[config.mk]
export PLATFORM = sky130hd
export DESIGN_NAME = slave_link_rx_flat
export DESIGN_NICKNAME = d
export VERILOG_FILES = /design/src/rtl/slave_link_rx_if.sv /design/src/rtl/slave_link_rx.sv /design/src/flat_wrapper.sv
export SDC_FILE = /design/constraint.sdc
export NUM_CORES = 1
export LEC_CHECK = 0
export ABC_AREA = 1
export BUFFER_PORTS_ARGS = -buffer_cell sky130_fd_sc_hd__buf_2
export CAP_MARGIN = 20
export CELL_PAD_IN_SITES_DETAIL_PLACEMENT = 1
export CELL_PAD_IN_SITES_GLOBAL_PLACEMENT = 1
export CORE_MARGIN = 1.5
export CORE_UTILIZATION = 33
export CTS_CLUSTER_SIZE = 14
export DETAILED_ROUTE_END_ITERATION = 8
export MAX_ROUTING_LAYER = met4
export PLACE_DENSITY_LB_ADDON = 0.1
export SYNTH_ARGS = -nofsm -noshare
export SYNTH_HDL_FRONTEND = slang
export SYNTH_SLANG_ARGS = --single-unit
[constraint.sdc]
create_clock -name clk -period 1.8 [get_ports clk]
set_clock_uncertainty 0.15 [all_clocks]
set_input_delay 0.09 -clock clk [delete_from_list [all_inputs] [get_ports clk]]
set_output_delay 0.09 -clock clk [all_outputs]
set_load 0.02 [all_outputs]
[src/rtl/slave_link_rx_if.sv]
// Handshake/bus bundle between the serial_data receiver and its host logic.
interface slave_link_rx_if;
    localparam int unsigned DATA_W  = 32;
    localparam int unsigned COUNT_W = 16;

    logic               start_adc;
    logic               serial_in;
    logic               clear_errors;
    logic [DATA_W-1:0]  out_data;
    logic               out_valid;
    logic               out_ready;
    logic [COUNT_W-1:0] frame_count;
    logic               busy;
    logic               parity_error;
    logic               framing_error;
    logic               overflow;
    logic               timeout_error;

    // Host side: drives the line, the request pulse and the consumer ready.
    modport master (
        output start_adc, serial_in, clear_errors, out_ready,
        input  out_data, out_valid, frame_count, busy,
        input  parity_error, framing_error, overflow, timeout_error
    );

    // Receiver side.
    modport slave (
        input  start_adc, serial_in, clear_errors, out_ready,
        output out_data, out_valid, frame_count, busy,
        output parity_error, framing_error, overflow, timeout_error
    );
endinterface

[src/rtl/slave_link_rx.sv]
// Master-side receiver for one slave's serial_data link: deserialises a
// 32-bit frame (two 16-bit samples), checks framing, presents good frames
// on a valid/ready port and flags slaves that do not answer start_adc.
// Optional feature macro: PARITY_CHECK_EN (adds an even-parity bit after D0).
module slave_link_rx #(
    parameter int unsigned CLKS_PER_BIT   = 4,
    parameter int unsigned TIMEOUT_CYCLES = 1024
) (
    input logic           clk,
    input logic           reset,
    slave_link_rx_if.slave bus
);
    localparam int unsigned DATA_W  = 32;
    localparam int unsigned COUNT_W = 16;
    localparam int unsigned IDX_W   = 5;
    localparam int unsigned CNT_W   = $clog2(CLKS_PER_BIT + 1);
    localparam int unsigned TMR_W   = $clog2(TIMEOUT_CYCLES + 1);

    typedef enum logic [2:0] {
        IDLE   = 3'd0,
        START  = 3'd1,
        DATA   = 3'd2,
        PARITY = 3'd3,
        STOP   = 3'd4
    } state_t;

    state_t              state_q, state_d;
    logic                s_q, s_d;
    logic                rearm_q, rearm_d;
    logic [CNT_W-1:0]    cnt_q, cnt_d;
    logic [IDX_W-1:0]    idx_q, idx_d;
    logic [DATA_W-1:0]   shift_q, shift_d;
    logic                par_bad_q, par_bad_d;
    logic [DATA_W-1:0]   out_data_q, out_data_d;
    logic                out_valid_q, out_valid_d;
    logic [COUNT_W-1:0]  frame_count_q, frame_count_d;
    logic                busy_q, busy_d;
    logic                framing_error_q, framing_error_d;
    logic                overflow_q, overflow_d;
    logic                timeout_error_q, timeout_error_d;
    logic                armed_q, armed_d;
    logic [TMR_W-1:0]    timer_q, timer_d;
`ifdef PARITY_CHECK_EN
    logic                parity_error_q, parity_error_d;
`endif

    logic par_set, frm_set, ovf_set, tmo_set;
    logic frame_good, enter_start, sample;

    // Next-state, datapath, handshake, timer and sticky-flag logic.
    always_comb begin
        state_d         = state_q;
        s_d             = bus.serial_in;
        rearm_d         = rearm_q;
        cnt_d           = cnt_q;
        idx_d           = idx_q;
        shift_d         = shift_q;
        par_bad_d       = par_bad_q;
        out_data_d      = out_data_q;
        out_valid_d     = out_valid_q;
        frame_count_d   = frame_count_q;
        armed_d         = armed_q;
        timer_d         = timer_q;
        par_set         = 1'b0;
        frm_set         = 1'b0;
        ovf_set         = 1'b0;
        tmo_set         = 1'b0;
        frame_good      = 1'b0;
        enter_start     = 1'b0;
        sample          = (cnt_q == CNT_W'(1));

        // Bit-level receive FSM; every bit is taken at mid-bit.
        case (state_q)
            IDLE: begin
                if (!rearm_q && s_q) begin
                    rearm_d = 1'b1;
                end
                if (rearm_q && !s_q) begin
                    state_d     = START;
                    cnt_d       = CNT_W'(CLKS_PER_BIT / 2);
                    enter_start = 1'b1;
                end
            end
            START: begin
                if (sample) begin
                    if (s_q) begin
                        state_d = IDLE;
                    end else begin
                        state_d   = DATA;
                        cnt_d     = CNT_W'(CLKS_PER_BIT);
                        idx_d     = '0;
                        par_bad_d = 1'b0;
                    end
                end else begin
                    cnt_d = cnt_q - CNT_W'(1);
                end
            end
            DATA: begin
                if (sample) begin
                    shift_d = {shift_q[DATA_W-2:0], s_q};
                    cnt_d   = CNT_W'(CLKS_PER_BIT);
                    idx_d   = idx_q + IDX_W'(1);
                    if (idx_q == IDX_W'(DATA_W - 1)) begin
`ifdef PARITY_CHECK_EN
                        state_d = PARITY;
`else
                        state_d = STOP;
`endif
                    end
                end else begin
                    cnt_d = cnt_q - CNT_W'(1);
                end
            end
`ifdef PARITY_CHECK_EN
            PARITY: begin
                if (sample) begin
                    cnt_d   = CNT_W'(CLKS_PER_BIT);
                    state_d = STOP;
                    if ((^shift_q) != s_q) begin
                        par_set   = 1'b1;
                        par_bad_d = 1'b1;
                    end
                end else begin
                    cnt_d = cnt_q - CNT_W'(1);
                end
            end
`endif
            STOP: begin
                if (sample) begin
                    state_d = IDLE;
                    if (!s_q) begin
                        frm_set = 1'b1;
                        rearm_d = 1'b0;
                    end else if (!par_bad_q) begin
                        frame_good = 1'b1;
                    end
                end else begin
                    cnt_d = cnt_q - CNT_W'(1);
                end
            end
            default: state_d = IDLE;
        endcase

        // Output handshake: acceptance frees the slot in the same cycle a new frame may load.
        if (out_valid_q && bus.out_ready) begin
            out_valid_d = 1'b0;
        end
        if (frame_good) begin
            if (!out_valid_q || bus.out_ready) begin
                out_data_d    = shift_q;
                out_valid_d   = 1'b1;
                frame_count_d = frame_count_q + COUNT_W'(1);
            end else begin
                ovf_set = 1'b1;
            end
        end

        // Response timer: start_adc (re)arms, a start bit or expiry disarms.
        if (bus.start_adc) begin
            armed_d = 1'b1;
            timer_d = '0;
        end else if (armed_q) begin
            if (enter_start) begin
                armed_d = 1'b0;
            end else if (timer_q == TMR_W'(TIMEOUT_CYCLES - 1)) begin
                tmo_set = 1'b1;
                armed_d = 1'b0;
            end else begin
                timer_d = timer_q + TMR_W'(1);
            end
        end

        framing_error_d = (framing_error_q & ~bus.clear_errors) | frm_set;
        overflow_d      = (overflow_q      & ~bus.clear_errors) | ovf_set;
        timeout_error_d = (timeout_error_q & ~bus.clear_errors) | tmo_set;
`ifdef PARITY_CHECK_EN
        parity_error_d  = (parity_error_q  & ~bus.clear_errors) | par_set;
`endif
        busy_d = (state_d != IDLE);
    end

    // State and datapath registers with synchronous reset; line idles high.
    always_ff @(posedge clk) begin
        if (reset) begin
            state_q         <= IDLE;
            s_q             <= 1'b1;
            rearm_q         <= 1'b0;
            cnt_q           <= '0;
            idx_q           <= '0;
            shift_q         <= '0;
            par_bad_q       <= 1'b0;
            out_data_q      <= '0;
            out_valid_q     <= 1'b0;
            frame_count_q   <= '0;
            busy_q          <= 1'b0;
            framing_error_q <= 1'b0;
            overflow_q      <= 1'b0;
            timeout_error_q <= 1'b0;
            armed_q         <= 1'b0;
            timer_q         <= '0;
`ifdef PARITY_CHECK_EN
            parity_error_q  <= 1'b0;
`endif
        end else begin
            state_q         <= state_d;
            s_q             <= s_d;
            rearm_q         <= rearm_d;
            cnt_q           <= cnt_d;
            idx_q           <= idx_d;
            shift_q         <= shift_d;
            par_bad_q       <= par_bad_d;
            out_data_q      <= out_data_d;
            out_valid_q     <= out_valid_d;
            frame_count_q   <= frame_count_d;
            busy_q          <= busy_d;
            framing_error_q <= framing_error_d;
            overflow_q      <= overflow_d;
            timeout_error_q <= timeout_error_d;
            armed_q         <= armed_d;
            timer_q         <= timer_d;
`ifdef PARITY_CHECK_EN
            parity_error_q  <= parity_error_d;
`endif
        end
    end

    assign bus.out_data      = out_data_q;
    assign bus.out_valid     = out_valid_q;
    assign bus.frame_count   = frame_count_q;
    assign bus.busy          = busy_q;
    assign bus.framing_error = framing_error_q;
    assign bus.overflow      = overflow_q;
    assign bus.timeout_error = timeout_error_q;
`ifdef PARITY_CHECK_EN
    assign bus.parity_error  = parity_error_q;
`else
    assign bus.parity_error  = 1'b0;
`endif
endmodule
[src/flat_wrapper.sv]
// flat-port wrapper written by rule: the top's interface ports become plain ports
module slave_link_rx_flat 
#(
    parameter int unsigned CLKS_PER_BIT   = 4,
    parameter int unsigned TIMEOUT_CYCLES = 1024
)
  (clk, reset, bus_start_adc, bus_serial_in, bus_clear_errors, bus_out_ready, bus_out_data, bus_out_valid, bus_frame_count, bus_busy, bus_parity_error, bus_framing_error, bus_overflow, bus_timeout_error);
  slave_link_rx_if bus_i ();
  input logic clk;
  input logic reset;
  input wire logic [$bits(bus_i.start_adc)-1:0] bus_start_adc;
  input wire logic [$bits(bus_i.serial_in)-1:0] bus_serial_in;
  input wire logic [$bits(bus_i.clear_errors)-1:0] bus_clear_errors;
  input wire logic [$bits(bus_i.out_ready)-1:0] bus_out_ready;
  output wire logic [$bits(bus_i.out_data)-1:0] bus_out_data;
  output wire logic [$bits(bus_i.out_valid)-1:0] bus_out_valid;
  output wire logic [$bits(bus_i.frame_count)-1:0] bus_frame_count;
  output wire logic [$bits(bus_i.busy)-1:0] bus_busy;
  output wire logic [$bits(bus_i.parity_error)-1:0] bus_parity_error;
  output wire logic [$bits(bus_i.framing_error)-1:0] bus_framing_error;
  output wire logic [$bits(bus_i.overflow)-1:0] bus_overflow;
  output wire logic [$bits(bus_i.timeout_error)-1:0] bus_timeout_error;
  assign bus_i.start_adc = bus_start_adc;
  assign bus_i.serial_in = bus_serial_in;
  assign bus_i.clear_errors = bus_clear_errors;
  assign bus_i.out_ready = bus_out_ready;
  assign bus_out_data = bus_i.out_data;
  assign bus_out_valid = bus_i.out_valid;
  assign bus_frame_count = bus_i.frame_count;
  assign bus_busy = bus_i.busy;
  assign bus_parity_error = bus_i.parity_error;
  assign bus_framing_error = bus_i.framing_error;
  assign bus_overflow = bus_i.overflow;
  assign bus_timeout_error = bus_i.timeout_error;
  slave_link_rx #(.CLKS_PER_BIT(CLKS_PER_BIT), .TIMEOUT_CYCLES(TIMEOUT_CYCLES)) u_core (.clk(clk), .reset(reset), .bus(bus_i));
endmodule
==> out/results.md <==
## GRT
* **total global-route track usage** 17.1%
* **vias in the first global route** 4101
* **first-pass GRT wire length** 19400 µm
* **number of antenna violations at the first check in global routing** 0
* **global-route congestion overflow total** 0
* **maximum number of pins on one net before global-route repair** 73

## Critical path
* **cell seen most often among critical-path stages** sky130_fd_sc_hd__nor2_4
* **Crit-path slowest cell** sky130_fd_sc_hd__dfxtp_1
* **crit path buf inv count** 2
* **critical path depth in cells** 9
* **classification of the worst setup path** flip-flop to flip-flop
* **CP max FO** 15
* **FF-to-FF path depth** 9
* **CP cell instances** inv_1 > ha_2 > nand3_1 > nor2_4 > nand2_4 > buf_4 > nor2_4 > xnor2_1 > nor2_1
* **cell family with most CP delay** simple AND/OR/NAND/NOR gates
* **biggest cell delay along the critical path** 0.30 ns
* **worst path arrival time** 1.80 ns
* **critical path required time** 1.89 ns
* **startpoint type of the worst setup path** flip-flop
* **element type at the critical path end** flip-flop

## Floorplan
* **number of top-level pins** 60
* **initial core utilization** 34.0%
* **vertical die dimension** 120 µm
* **standard-cell rows** 42
* **die area** 14500 µm²
* **chip width** 120 µm
* **floorplan core area** 13300 µm²

## Clock network
* **count of H-tree levels built during CTS** 3
* **number of buffers created by CTS** 9
* **CTS tree** done
* **Clock Tree Buf Depth** 2
* **clock latency of the later-clocked register in the worst-skew pair** 0.35 ns
* **Num Clock Sinks** 110
* **root buf cell** sky130_fd_sc_hd__clkbuf_16
* **clock transition time at the flip-flop clock pins of the worst setup and hold paths** 0.07 ns

## Route
* **DRC marker count from the first detailed-route iteration** 219
* **WL met3** 363 µm
* **via count of the routed design** 4146
* **Wirelength per Cell** 13.0 µm
* **total DRC errors in the routed layout** 0
* **highest metal used** met4
* **sum of met2 wire segment lengths after detailed routing** 5550 µm
* **wire length the detailed router placed on met1** 5420 µm
* **remaining antenna violation count** 0
* **Detailed Routing Iterations Pass 1** 4
* **detail-routed via count per cell** 4.72
* **final wirelength** 11400 µm

## Placed design
* **number of input and output port buffers inserted** 58
* **number of placed instances with taps included** 857
* **global placement routability congestion** 0.802
* **placed wire-length estimate** 7900 µm

## STA
* **final count of pins violating max slew** 0
* **aggregate negative setup slack** 0 ns
* **fmax** 583 MHz
* **setup repair after global routing missed its margin** yes
* **final worst hold slack** 0.304 ns
* **shortest clock period the worst path allows after layout** 1.71 ns
* **period utilization** 95.2%
* **final hold violations** 0
* **final count of negative-setup-slack endpoints** 0

## Synth
* **area leader, netlist** sky130_fd_sc_hd__dfxtp_1
* **synthesized cell area** 4540 µm²
* **post-synth top area share** 48.5%
* **number of standard cells after synthesis** 631
* **count leader, synth** sky130_fd_sc_hd__nor2_1
* **count of flip-flops with a built-in enable after synthesis** 0
* **net count after synthesis** 643
* **leading post-synthesis cells by cell area** sky130_fd_sc_hd__dfxtp_1 48%, sky130_fd_sc_hd__nor2_1 16%, sky130_fd_sc_hd__o21ai_0 7.9%
* **Syn. warnings** 0
* **Seq/Total Area, Yosys** 48.5%
* **mean post-synth cell area** 7.20 µm²
* **count of state elements after synthesis** 110
* **library cells used by synthesis** 36
* **top cells by count, synth** 188 x sky130_fd_sc_hd__nor2_1, 110 x sky130_fd_sc_hd__dfxtp_1, 94 x sky130_fd_sc_hd__nand2_1
* **Main synth FF type** sky130_fd_sc_hd__dfxtp_1
* **proportion of register bits with asynchronous set or reset after synthesis** 0%

## Pwr
* **leakage power figure** 2.44 nW
* **switching fraction of total power** 23.6%
* **logic gate share of total power** 3.9%
* **power density over cell area** 842 nW/µm²
* **sequential power share** 53.3%
* **Sw Pwr** 1.09 mW
* **portion of total power attributed to the clock network** 42.8%
* **peak supply drop** 0.583 mV
* **internal power component** 3.51 mW

## Layout
* **area used by sequential logic in the layout** 2200 µm²
* **multi-input logic area** 2070 µm²
* **proportion of layout cells with a drive suffix above 1** 16.4%
* **synthesis-to-finish area growth** 20.4%
* **Diodes inserted** 0
* **Post-Layout Cell Count** 879
* **number of nets in the finished design** 710
* **filler cell count** 1714

## Hold path
* **cell count of the worst hold path** 3
* **worst min path class** input port to flip-flop

## Outcome
* **outcome** finished clean

## Job
* **# Max-Cap Violations** 0

-- sequential cells by signal, summed over array words and instances (netlist names), 3 cells and up --
signal / count
u_core.bus.frame_count: 16
u_core.state_q: 3
u_core.bus.out_data: 32
u_core.cnt_q: 3
u_core.timer_q: 11
u_core.idx_q: 5
u_core.shift_q: 32
-- cell families after synthesis --
| kind of cell | synth area share [%] |
|---|---|
| simple gates | 29.9 |
| other cells | 0.0826 |
| xor+xnor | 1.35 |
| fa+ha+maj | 1.65 |
| compound gates | 11.7 |
| flops | 48.5 |
| buf+inv | 6.81 |
-- power groups by stage --
stage,Combinational [mW],Clock (mW),Sequential (mW)
5_1_grt,0.205,2.16,2.45
3_5_place_dp,0.169,0,2.51
2_1_floorplan,0.114,0,2.51
3_3_place_gp,0.164,0,2.51
4_1_cts,0.178,2.05,2.45
6_report,0.178,1.97,2.45
-- per-stage QoR --
stage          worst slack (ns)  util [%]  instance area (µm²)  total power, mW
2_1_floorplan             0.109         -                 4540             2.62
3_3_place_gp             0.0732      38.0                 5070             2.67
3_5_place_dp             0.0164      38.0                 5070             2.68
4_1_cts                  0.0202      40.6                 5420             4.69
5_1_grt                 -0.0343      41.0                 5470             4.82
6_report                 0.0858      41.0                 5470             4.60
-- worst reg2reg max path, delay by kind of cell, from the launching register on --
| kind | cells | cell delay (ns) |
|---|---|---|
| xor gates and xnor gates | 1 | 0.12 |
| adders and majority gates | 1 | 0.19 |
| buffers and inverters | 2 | 0.29 |
| DFF | 1 | 0.30 |
| and+or+nand+nor | 5 | 0.55 |
-- final cells by class --
type,instances,share of cell area [%]
multi-input combinational,449,37.8
clock buffer,11,4.44
tap,176,4.03
timing repair buffer,81,9.22
sequential,110,40.3
inverter,47,3.25
clock inverter,5,0.938
-- worst paths after layout --
check / slack [ns] / start / endpoint
max: 0.09 / u_core.cnt_q[1] / u_core.bus.frame_count[8]
min reg2reg: 0.31 / u_core.timer_q[10] / u_core.timer_q[10]
max reg2reg: 0.09 / u_core.cnt_q[1] / u_core.bus.frame_count[8]
min: 0.30 / bus_serial_in / u_core.s_q
-- what timing repair did --
| item | in CTS | in global routing |
|---|---|---|
| endpoints found under the setup margin | 1 | 78 |
| hold buffers | 5 | 0 |
| pin swaps | 0 | 1 |
| endpoints found under the hold margin | 8 | 0 |
| buffers inserted | 0 | 1 |
| resized for setup | 1 | 18 |
-- cells in the final DEF (no fill, tap or decap), drive strengths merged --
cell         count
clkinv           4
nand2           96
a211oi           1
nand3b           1
nand3           28
dfxtp          110
conb             1
and3             1
o21bai           1
clkbuf          11
a21oi           26
xor2             5
nor3b            1
a21boi           1
nand4            6
dlygate4sd3      5
nor4             1
nor3             2
buf             76
nor2           193
xnor2            2
or2              1
o21ai           76
inv             48
ha               6
-- routing by layer --
metal,GRT usage (%),vias to the layer above
met4,3.75,0
met1,20.3,1966
met2,29.2,49
met3,4.48,5
met5,-,-
li1,-,2126
(Power assumes the default switching activity.)
